[src/rtl/if_instr_buffer.sv]
// Instruction queue between the I-cache fetch return path and the IF/ID register.
// Optional same-cycle bypass when empty: define IF_INSTR_BUFFER_BYPASS_EN.
module if_instr_buffer #(
    parameter int DEPTH = 4,
    parameter int PTR_W = 2
) (
    input  logic             clk,
    input  logic             rst,
    input  logic             flush,
    input  logic             in_valid,
    output logic             in_ready,
    input  logic [31:0]      in_pc,
    input  logic [31:0]      in_instr,
    input  logic             in_exception,
    input  logic [4:0]       in_exccode,
    output logic             out_valid,
    input  logic             out_ready,
    output logic [31:0]      out_pc,
    output logic [31:0]      out_instr,
    output logic             out_exception,
    output logic [4:0]       out_exccode,
    output logic [PTR_W:0]   count
);

    logic [31:0]      pc_mem    [DEPTH];
    logic [31:0]      instr_mem [DEPTH];
    logic             exc_mem   [DEPTH];
    logic [4:0]       code_mem  [DEPTH];

    logic [PTR_W-1:0] wr_ptr;
    logic [PTR_W-1:0] rd_ptr;
    logic [PTR_W:0]   count_q;
    logic             exc_block;

    logic             stored_valid;
    logic             full;
    logic             pop_stored;
    logic             push;
    logic             bypass;
    logic             wr_en;
    logic             rd_en;

    assign stored_valid = (count_q != '0);
    assign full         = (count_q == (PTR_W + 1)'(DEPTH));

    // pop is derived from stored entries only, so in_ready never depends on out_valid
    assign pop_stored   = stored_valid & out_ready;
    assign in_ready     = !flush & !exc_block & (!full | pop_stored);
    assign push         = in_valid & in_ready;

`ifdef IF_INSTR_BUFFER_BYPASS_EN
    assign bypass = !stored_valid & push & out_ready;
`else
    assign bypass = 1'b0;
`endif

    // flush wins over a head pop; in_ready already masks pushes during flush
    assign wr_en     = push & !bypass;
    assign rd_en     = pop_stored & !flush;
    assign out_valid = stored_valid | bypass;
    assign count     = count_q;

    always_comb begin
        out_pc        = '0;
        out_instr     = '0;
        out_exception = 1'b0;
        out_exccode   = '0;
        if (bypass) begin
            out_pc        = in_pc;
            out_instr     = in_instr;
            out_exception = in_exception;
            out_exccode   = in_exccode;
        end else if (stored_valid) begin
            out_pc        = pc_mem[rd_ptr];
            out_instr     = instr_mem[rd_ptr];
            out_exception = exc_mem[rd_ptr];
            out_exccode   = code_mem[rd_ptr];
        end
    end

    always_ff @(posedge clk) begin
        if (wr_en) begin
            pc_mem[wr_ptr]    <= in_pc;
            instr_mem[wr_ptr] <= in_instr;
            exc_mem[wr_ptr]   <= in_exception;
            code_mem[wr_ptr]  <= in_exccode;
        end
    end

    always_ff @(posedge clk or posedge rst) begin
        if (rst) begin
            wr_ptr    <= '0;
            rd_ptr    <= '0;
            count_q   <= '0;
            exc_block <= 1'b0;
        end else if (flush) begin
            wr_ptr    <= '0;
            rd_ptr    <= '0;
            count_q   <= '0;
            exc_block <= 1'b0;
        end else begin
            if (wr_en) wr_ptr <= wr_ptr + 1'b1;
            if (rd_en) rd_ptr <= rd_ptr + 1'b1;
            case ({wr_en, rd_en})
                2'b10:   count_q <= count_q + 1'b1;
                2'b01:   count_q <= count_q - 1'b1;
                default: count_q <= count_q;
            endcase
            // a faulting fetch stops intake until the pipeline redirects
            if (push && in_exception) exc_block <= 1'b1;
        end
    end

endmodule

[config.mk]
export PLATFORM = sky130hd
export DESIGN_NAME = if_instr_buffer
export DESIGN_NICKNAME = d
export VERILOG_FILES = /design/src/rtl/if_instr_buffer.sv
export SDC_FILE = /design/constraint.sdc
export NUM_CORES = 1
export LEC_CHECK = 0
export CORE_MARGIN = 5
export CORE_UTILIZATION = 45
export CTS_CLUSTER_DIAMETER = 120
export DETAILED_ROUTE_END_ITERATION = 16
export PLACE_DENSITY = 0.7
export SYNTH_ARGS = -nofsm -noshare
export SYNTH_HDL_FRONTEND = slang
export SYNTH_SLANG_ARGS = --single-unit
[constraint.sdc]
create_clock -name clk -period 3.4 [get_ports clk]
set_input_delay 0.85 -clock clk [delete_from_list [all_inputs] [get_ports clk]]
set_output_delay 0.85 -clock clk [all_outputs]
set_load 0.02 [all_outputs]
; ---- Yosys cells after proc, flatten, opt, wreduce, memory -nomap -nowiden
; Memories as Yosys holds them, arrays and structs flattened.
; Index checks and enable logic that the tools add are counted.
; Widths: inputs -> output; s select.
[word_totals]
ff_bits = 8
ram_bits = 280
input_bits = 75
output_inout_bits = 75
word_cells = 44
n_memories = 4
[mem_list]
columns = memory, depth, word_bits, read_ports, rd_clocked_by_memory_dff, wr, line_no
row1 = instr_mem, 4, 32, 1, 0, 1, 26  ; logic [31:0] instr_mem [DEPTH];
row2 = pc_mem, 4, 32, 1, 0, 1, 25  ; logic [31:0] pc_mem [DEPTH];
row3 = code_mem, 4, 5, 1, 0, 1, 28  ; logic [4:0] code_mem [DEPTH];
row4 = exc_mem, 4, 1, 1, 0, 1, 27  ; logic exc_mem [DEPTH];
[classes]
n_addsub = 4
eq_ne = 3
n_mux = 14
bitwise_logic = 6
n_reduce_logical = 9
[ops]
columns = cell, count
row1 = $mux 32, 2
row2 = $mux 2, 4
row3 = $pmux 3 s2, 1
row4 = $reduce_bool 2->1, 3
row5 = $reduce_bool 3->1, 2
row6 = $and 1x1->1, 5
row7 = $mux 1, 5
row8 = $mux 5, 1
row9 = $add 2x1->2 const B, 2
row10 = $add 3x1->3 const B, 1
row11 = $eq 3x3->1 const B, 1
row12 = $logic_not 1->1, 3
row13 = $mux 3, 1
row14 = $sub 3x1->3 const B, 1
row15 = $eq 2x1->1 const B, 1
row16 = $eq 2x2->1 const B, 1
row17 = $logic_and 1x1->1, 1
row18 = $or 1x1->1, 1

; ---- Logic depth before layout (Yosys ltp)
; Gate-level depths: netlist of run 1.
[depth]
ltp_word = 8
depth_mapped = 9
mapped_depth_nobuf = 8

; ---- Least setup slack after synthesis of run 1
; No wires, ideal clock.
[synth_path]
path_kind = input -> register
start = input port flush
end = memory code_mem[0][0] (enable)
setup_time_ps = 436
arrival_time_ps = 3137
required_ps = 2964
setup_slack_ps = -173
cell_stages = 3
n_path_buf = 0
path_cell_list = or3b_4 -> nor2_4 -> and2_1
[synth_between]
elab_chain_cells = 6
[synth_rtl]
columns = item, line_no
row1 = from (decl), 9  ; input logic flush,
row2 = $logic_not 1->1, 48  ; assign in_ready = !flush & !exc_block & (!full | pop_stored);
row3 = $and 1x1->1 (2 in series), 48
row4 = $and 1x1->1, 49  ; assign push = in_valid & in_ready;
row5 = $mux 1, 82  ; if (wr_en) begin
row6 = $mux 1 (not written as such), 86  ; code_mem[wr_ptr] <= in_exccode;
row7 = to (decl), 28
; Every way passes these cells.

; ---- Worst setup path in the final report of run 1
[layout_path]
start = register rd_ptr[0]
end = output port out_pc[25]
[layout_between]
elab_chain_cells = 2
[layout_rtl]
columns = item, line_no
row1 = from (decl), 31  ; logic [PTR_W-1:0] rd_ptr;
row2 = from (signal assigned), 103  ; if (rd_en) rd_ptr <= rd_ptr + 1'b1;
row3 = $mem_v2 4x32, -
row4 = $mux 32, 73  ; end else if (stored_valid) begin
row5 = to (decl), 18  ; output logic [31:0] out_pc,
; Every way passes these cells.

==> results of run 1 <==
cell usage after synthesis, drive strengths merged:
cell    count
inv         5
and2       75
a31oi       1
nor3        3
nand3       2
nor4b       1
o31ai       1
o22ai       1
or3b        1
mux4       70
mux2i       1
dfrtp       8
fa          1
or3         1
ha          4
mux2        2
nor2        5
clkbuf     17
xor2        3
o21ai       4
a31o        1
nor3b       1
edfxtp    280
buf         8
nand2       3
nand2b      2
and2b       1
repair_timing:
| action | CTS | global route |
|---|---|---|
| setup buffers | 4 | 0 |
| endpoints found under the hold margin | 0 | 0 |
| setup endpoints to repair | 64 | 12 |
| gates cloned | 1 | 0 |
| gates resized for setup | 58 | 14 |
layout make-up:
type | count | area share, %
well taps | 324 | 2.871
diodes | 2 | 0.03545
flip-flops and latches | 288 | 61.04
clock buffers | 32 | 5.220
inverters | 5 | 0.1329
multi-input cells | 184 | 16.77
clock inverters | 19 | 0.9748
repair buffers | 173 | 12.96
per-layer routing:
metal / vias to the layer above / global-route usage [%] / wire [µm]
met4: 0 / 3.059 / 256
li1: 2396 / - / -
met2: 183 / 24.78 / 10520
met1: 2812 / 22.50 / 9561
met5: - / 0 / 0
met3: 23 / 3.626 / 1502
layout by cell type, fill, tap and decap left out, drive strengths merged, types with 3 or more instances in the layout:
master	synthesis	final
nand2	3	3
dlygate4sd2	0	58
dlymetal6s2s	0	12
clkbuf	17	32
mux4	70	70
clkinvlp	0	3
ha	4	4
nor3	3	3
xor2	3	3
clkdlybuf4s50	0	79
inv	5	6
nor2	5	5
dfrtp	8	8
clkinv	0	14
buf	8	23
o21ai	4	4
and2	75	75
edfxtp	280	280
how the worst max path moves through the flow:
stage	startpoint	cells past startpoint	to	slack [ns]
6_report	rd_ptr[0]$_DFFE_PP0P_	5	out_pc[25]	0.15
5_1_grt	rd_ptr[0]$_DFFE_PP0P_	5	out_pc[12]	0.07
4_1_cts	count[1]$_DFFE_PP0P_	4	out_instr[16]	0.0007
3_5_place_dp	out_ready	4	in_ready	0.25
3_3_place_gp	out_ready	4	in_ready	0.25
2_1_floorplan	flush	3	code_mem[0][0]$_DFFE_PP_	0.59
power by group through the flow:
stage | Sequential [mW] | Combinational (mW) | Clock [mW]
finish | 4.12 | 3.50 | 2.90
global route | 4.13 | 3.76 | 3.14
CTS | 4.12 | 3.60 | 2.98
detailed placement | 4.24 | 3.70 | 0
global placement | 4.23 | 3.68 | 0
floorplan | 4.18 | 2.12 | 0
registers in the layout, summed over array words and instances, names as in the netlist:
register,flops
pc_mem,128
instr_mem,128
code_mem,20
exc_block,1
count,3
wr_ptr,2
rd_ptr,2
exc_mem,4
kinds of logic after synthesis:
family,Yosys count
buffers and inverters,30
AOI/OAI and AO/OA,8
DFF,288
muxes,73
adders and majority gates,5
and+or+nand+nor,95
xor gates and xnor gates,3
critical path, cell delays in order (launching register included):
cell and delay [ns]:
dfrtp_4 0.42, buf_12 0.14, bufbuf_16 0.30, mux4_2 0.49, and2_1 0.19, dlygate4sd2_1 0.32
through the flow:
| stage | power, mW | cells | instance area, µm² | util (%) |
|---|---|---|---|---|
| 5_1_grt | 11.03 | 1025 | 14110 | 58.03 |
| 3_3_place_gp | 7.907 | 969 | 13200 | 54.29 |
| 6_report | 10.52 | 1027 | 14120 | 58.05 |
| 3_5_place_dp | 7.942 | 969 | 13200 | 54.29 |
| 2_1_floorplan | 6.305 | 502 | 11110 | - |
| 4_1_cts | 10.70 | 1025 | 14080 | 57.90 |
==> run metrics, run 1 <==
WL/cell=21.26 µm; Ys Warns=0; drt pass-1 iters=5; critical path data required time=2.55 ns; Die Wd=167.1 µm; worst hold path type=reg2reg; Hold Path End=exc_block$_DFFE_PP0P_; initial antenna violation count=0; P&R area growth vs syn=27.14%; peak supply drop=521.9 µV; Compound-Gate Fraction of Synth Area=0.4394%; std cell rows=57; post-synthesis xor/xnor area fraction=0.3042%; gr usage total=15.57%; Seq/Total Area, Yosys=77.52%; period utilization=95.52%; CTS Sinks=288; Setup Viol. Count Final=0; Setup WS post-layout=0.1524 ns; worst r2r dst=count[2]$_DFFE_PP0P_; Fin Setup TNS=0 ns; total gr overflow=0; area taken by multi-input logic gates=2367 µm²; IO buf count=149; flops & latches, synth=288; Net Switching=3.174 mW; io pins=150; Die Height=167.1 µm; hold_ws=0.5803 ns; Sw Share=30.18%; hold path startpoint=exc_block$_DFFE_PP0P_; vias in the first global route=5779; Simple-Gate Fraction of Synth Area=5.352%; FF+latch area=8618 µm²; RSZ-0062 raised after global routing=false; Starting Density=45.66%; Clock power frac=27.6%; CTS tree=yes; Hold Path Stages=2; total CTS buffers=29; post-synth top area share=75.72%; Post-Route WL=21840 µm; dpl hpwl=12960 µm; Post-Synthesis Cells=502; synthesized area per cell=22.12 µm²; largest net degree at the start of global routing=74; worst rel slew slack=68.70%; maximum clock rate=0.3079 GHz; Hold Buf Count CTS=0; worst-margin pin slew=0.4695 ns; Syn Nets=582; P per Cell Area=744.9 nW/µm²; crit-path max FO=10; post-synth top area cell=edfxtp_1; residual DRC count=0; mux cell area share after synthesis=14.49%; Final Hold Viols=0; status=complete, no violations; GPL Wtd Cong=0.7029; H-tree depth=1; Period minus WS final=3.248 ns; Yosys cell types=33; fraction of final layout cells sized beyond drive strength 1=21.83%; Comb power frac=33.3%; WS Path Type=reg2out; CP Capture Type=primary output; CTS Buffer Depth=3; first-pass GRT wire length=34380 µm; largest family of logic cells by synthesized area=multiplexers; Lkg Pwr=4.934 nW; post-synthesis adder-cell area fraction=0.6310%; core area=24320 µm²; Worst Skew=0.006431 ns; detailed-route vias per instance=5.272; clock slew at reported path FFs=0.06 ns; die area=27920 µm²; final number of max-transition violations=0; R2R depth=9; clk_lat worst skew=0.53 ns; crit start category=register; internal power=7.342 mW; Worst Path Arrival=2.40 ns; Max-Cap Viols=0; Post-Syn Area=11100 µm²; Final ANT Viol Nets=0; top cells by area, synth=edfxtp_1, mux4_2, and2_1; pre-CTS setup slack=0.2503 ns; Iter 0 DRT Violations=388; FF-to-FF setup slack=0.91 ns; Flop pwr share=39.2%; Layout Nets=761; filler cell count=1762; clock root cell=clkbuf_16; via count=5414; RR Startpoint=count[1]$_DFFE_PP0P_
No activity file was read; power rests on OpenSTA's default activity.
==> run 2, diff against run 1 <==
--- a/config.mk
+++ b/config.mk
@@ -5,11 +5,11 @@
 export SDC_FILE = /design/constraint.sdc
 export NUM_CORES = 1
 export LEC_CHECK = 0
-export CORE_MARGIN = 5
-export CORE_UTILIZATION = 45
+export CORE_MARGIN = 3
+export CORE_UTILIZATION = 30
 export CTS_CLUSTER_DIAMETER = 120
 export DETAILED_ROUTE_END_ITERATION = 16
-export PLACE_DENSITY = 0.7
+export PLACE_DENSITY = 0.52
 export SYNTH_ARGS = -nofsm -noshare
 export SYNTH_HDL_FRONTEND = slang
 export SYNTH_SLANG_ARGS = --single-unit
==> run 2 against run 1 <==
Cell count increased by 15%. Cell area increased by 3.1%. Setup slack got worse by 0.063 ns. Clock power increased by 14%.
==> run metrics, run 2 (synthesis gave the netlist of run 1 again) <==
status=complete, no violations; WL/cell=19.62 µm; critical path, cell by cell=buf_4, buf_16, mux4_2, and2_1, clkdlybuf4s15_1; Period minus WS final=3.310 ns; Setup WS post-layout=0.08953 ns; residual DRC count=0; GPL Wtd Cong=0.7102; Sw Share=29.12%; Final Hold Viols=0; Starting Density=30.84%; total inserted antenna cells=0; fin area=14560 µm²; WS Path Type=reg2out; worst-margin pin slew=0.4408 ns; die area=39360 µm²; total CTS buffers=31; internal power=7.817 mW; period utilization=97.37%; pre-CTS setup slack=0.2148 ns; final number of max-transition violations=0; filler cell count=3203; Lkg Pwr=5.289 nW; H-tree depth=1; io pins=150; Iter 0 DRT Violations=172; total gr overflow=0; CTS Buffer Depth=3; placed cell area=13390 µm²; Layout Nets=777; initial antenna violation count=1; commonest non-fill, non-tap cell in the layout=edfxtp_1; drt pass-1 iters=4; largest registers=instr_mem: 128 flops, pc_mem: 128 flops, code_mem: 20 flops; CTS Sinks=288; Worst path slowest cell=mux4_2; Comb power frac=32.4%; core area=36000 µm²; worst hold path type=in2async; crit start category=register; clock slew at reported path FFs=0.06 ns; peak supply drop=506.8 µV; CP Capture Type=primary output; detailed-route vias per instance=4.569; Worst Skew=0.01403 ns; crit-path max FO=30; Final ANT Viol Nets=0; Net Switching=3.211 mW; Setup Viol. Count Final=0; final core utilization=40.45%; dpl hpwl=14320 µm; via count=5391; RSZ-0062 raised after global routing=true; largest net degree at the start of global routing=38; critical path data required time=2.55 ns; Top Family by Delay on Critical Path=buffers and inverters; P per Cell Area=757.3 nW/µm²; worst rel slew slack=70.54%; first-pass GRT wire length=34950 µm; Flop pwr share=37.5%; std cell rows=69; Post-Route WL=23150 µm; Die Wd=198.4 µm; P&R area growth vs syn=31.13%; fin cells=1180; buffers and inverters on the worst path=3; clk_lat worst skew=0.54 ns; slowest stage delay, CP=0.54 ns; dpl cells=1110; maximum clock rate=0.3021 GHz; Clock power frac=30.1%; IO buf count=149; fraction of final layout cells sized beyond drive strength 1=26.43%; clock root cell=clkbuf_16; Die Height=198.4 µm; gr usage total=11.53%; CTS tree=yes; Max-Cap Viols=0; vias in the first global route=5822; Worst Path Arrival=2.46 ns; most frequent cells in the layout=edfxtp_1, clkdlybuf4s50_1, and2_1
## run 2: power by group through the flow
| stage | Sequential, mW | Combinational [mW] | Clock, mW |
|---|---|---|---|
| floorplan | 4.18 | 2.12 | 0 |
| global placement | 4.20 | 3.72 | 0 |
| detailed placement | 4.21 | 3.74 | 0 |
| CTS | 4.14 | 3.62 | 3.42 |
| global route | 4.15 | 3.88 | 3.56 |
| finish | 4.14 | 3.58 | 3.31 |
## run 2: final timing paths
check | cells after the start | to | slack, ns | startpoint
max | 5 | out_pc[2] | 0.09 | rd_ptr[0]$_DFFE_PP0P_
min in group clk | 2 | exc_block$_DFFE_PP0P_ | 0.58 | exc_block$_DFFE_PP0P_
min | 2 | count[2]$_DFFE_PP0P_ | 0.56 | rst
min reg2reg | 2 | exc_block$_DFFE_PP0P_ | 0.58 | exc_block$_DFFE_PP0P_
max in group asynchronous | 2 | rd_ptr[1]$_DFFE_PP0P_ | 2.55 | rst
max reg2reg | 8 | count[2]$_DFFE_PP0P_ | 0.89 | count[1]$_DFFE_PP0P_
## run 2: worst register-to-register path, cell delays in order (launching register included)
cell,delay [ns]
dfrtp_2,0.46
or3_2,0.54
buf_6,0.22
nand2_2,0.15
nor3_1,0.07
fa_1,0.44
nor3_1,0.29
o21ai_1,0.11
a31oi_1,0.14
## run 2: metrics by stage
step / power [mW] / TNS [ns] / hold slack (ns)
after floorplan: 6.305 / 0 / 0.5200
after global placement: 7.917 / 0 / 0.5549
after detailed placement: 7.949 / 0 / 0.5689
after CTS: 11.19 / -1.536 / 0.5499
after global routing: 11.58 / -0.06060 / 0.5589
final: 11.03 / 0 / 0.5636
## run 2: repair_timing
item | CTS | global route
endpoints found under the setup margin | 70 | 37
hold endpoints to repair | 0 | 0
gates cloned | 0 | 1
buffers inserted | 0 | 14
resized for setup | 38 | 93
hold buffers | 0 | 0
## run 2: per-layer routing
metal  part of all wire (%)  track usage (%)  vias to the layer above  wire length [µm]
met5                  0.056                0                        -                13
met4                    2.0            2.438                        2               471
met3                    4.9            2.558                       35              1127
met2                     50            19.92                      130             11530
met1                     43            15.06                     2808             10010
li1                       -                -                     2416                 -
## run 2: cell type report
class                           count  area (µm²)  share of cell area, %
Clock buffer                       35       790.8                  5.430
Timing Repair Buffer              187        1958                  13.45
Tap cell                          461       576.8                  3.961
Clock inverter                     20       231.5                  1.590
Multi-Input combinational cell    184        2367                  16.26
Sequential cell                   288        8618                  59.19
Inverter                            5       18.77                 0.1289
==> variant: new RTL, settings of run 2 <==
Set the parameter `PTR_W` to 1 (it was 2).
--- a/src/rtl/if_instr_buffer.sv
+++ b/src/rtl/if_instr_buffer.sv
@@ -2,7 +2,7 @@
 // Optional same-cycle bypass when empty: define IF_INSTR_BUFFER_BYPASS_EN.
 module if_instr_buffer #(
     parameter int DEPTH = 4,
-    parameter int PTR_W = 2
+    parameter int PTR_W = 1
 ) (
     input  logic             clk,
     input  logic             rst,
Interface: changed (resized count); port bits go from 150 to 149. The function was not compared with the original's and may differ.
==> variant against run 2 <==
- critical path depth shrank 1
- setup slack gained 0.20 ns
- sequential cell count shrank 143
- register-to-register slack gained 0.45 ns
- die area shrank 49%
- cell area shrank 45%
- power shrank 64%
- routed wire length shrank 50%
- synthesized area shrank 50%
- critical endpoint is now out_pc[6]
- largest power group unchanged
==> variant: results (changes against run 2) <==
Max clock buf depth=2 (-1); gr usage total=11.6% (+0.11 points); post-synthesis cell type count=25 (-24%); post-CTS sizing=0 (-100%); DP Wirelength=7150 µm (-50%); met2 GRT Util=19.2% (-0.69 points); status=completed; Data arrival, critical path=2.26 ns (-0.20 ns); # port buffers=148 (-0.67%); largest net degree at the start of global routing=72 (+89%); Fill cells=1640 (-49%); slowest stage delay, CP=0.63 ns (+0.09 ns); Post-Place Cells=695 (-37%); cell types with the highest counts after synthesis=140 x edfxtp_1, 73 x nor2_1, 71 x mux2i_1; Slew @ Worst Pin=0.571 ns (+0.130 ns); Clock Skews=0.00798 ns (-0.00605 ns); Via density=4.46 (-2.3%); worst skew pair latency=0.41 ns (-0.13 ns); post-synthesis xor/xnor area fraction=0.315% (+0.010 points); hold crit path type=flip-flop to flip-flop; vias in the first global route=3371 (-42%); Post-Synth Adder-Cell Area=0% (-0.63 points); final WL=11500 µm (-50%); peak supply drop=0.312 mV (-38%); syn avg cell area=17.0 µm² (-23%); grt met1 use=13.8% (-1.3 points); LEAKAGE=2.50 nW (-53%); first-pass GRT wire length=18000 µm (-49%); Seq/Total Area, Yosys=77.7% (+0.21 points); peak fanout along the critical path=71 (+140%)
-- variant: path summary, 6_finish.rpt --
| kind | from | endpoint | slack (ns) | cells after the start |
|---|---|---|---|---|
| max in group asynchronous | rst | rd_ptr | 2.55 | 2 |
| min | wr_ptr | wr_ptr | 0.63 | 2 |
| max reg2reg | count[1] | pc_mem[1][6] | 1.34 | 6 |
| min in group asynchronous | rst | rd_ptr | 0.66 | 2 |
| max | rd_ptr | out_pc[6] | 0.29 | 4 |
| min reg2reg | wr_ptr | wr_ptr | 0.63 | 2 |
-- variant: layer usage --
metal / routed length, µm / vias to the layer above / part of all wire [%]
met3: 829 / 12 / 7.2
met2: 5780 / 99 / 50
met4: 178 / 0 / 1.6
li1: - / 1533 / -
met1: 4690 / 1596 / 41
met5: 0 / - / 0
-- variant: cell families (layout without fill, tap and decap cells) --
logic type | count (synthesis) | count (layout)
flops | 145 | 145
simple gates | 83 | 83
mux | 71 | 71
buf+inv | 19 | 189
compound gates | 7 | 7
xor+xnor | 2 | 2
-- variant: final cells by class --
type | instances | area share, %
clock buffer | 19 | 5.42
clock inverter | 12 | 2.09
inverter | 2 | 0.110
multi-input combinational | 163 | 14.5
sequential | 145 | 54.3
tap | 229 | 3.59
timing repair buffer | 156 | 19.9
-- variant: power breakdown --
group          leakage [nW]  total (mW)  internal, mW         switching [mW]
registers              1.32        1.96          1.96  0.0000000000000000199
clock network         0.289        1.88          1.21                  0.670
logic                 0.888       0.108        0.0777                 0.0303
-- variant: stage by stage --
stage          util [%]  area [µm²]  setup TNS [ns]  setup WS [ns]
2_1_floorplan         -        5620          -35.71         -0.286
3_3_place_gp       40.8        7380               0          0.469
3_5_place_dp       40.8        7380               0          0.490
4_1_cts            44.1        7980               0          0.264
5_1_grt            44.1        7980               0          0.169
6_report           44.1        7980               0          0.289
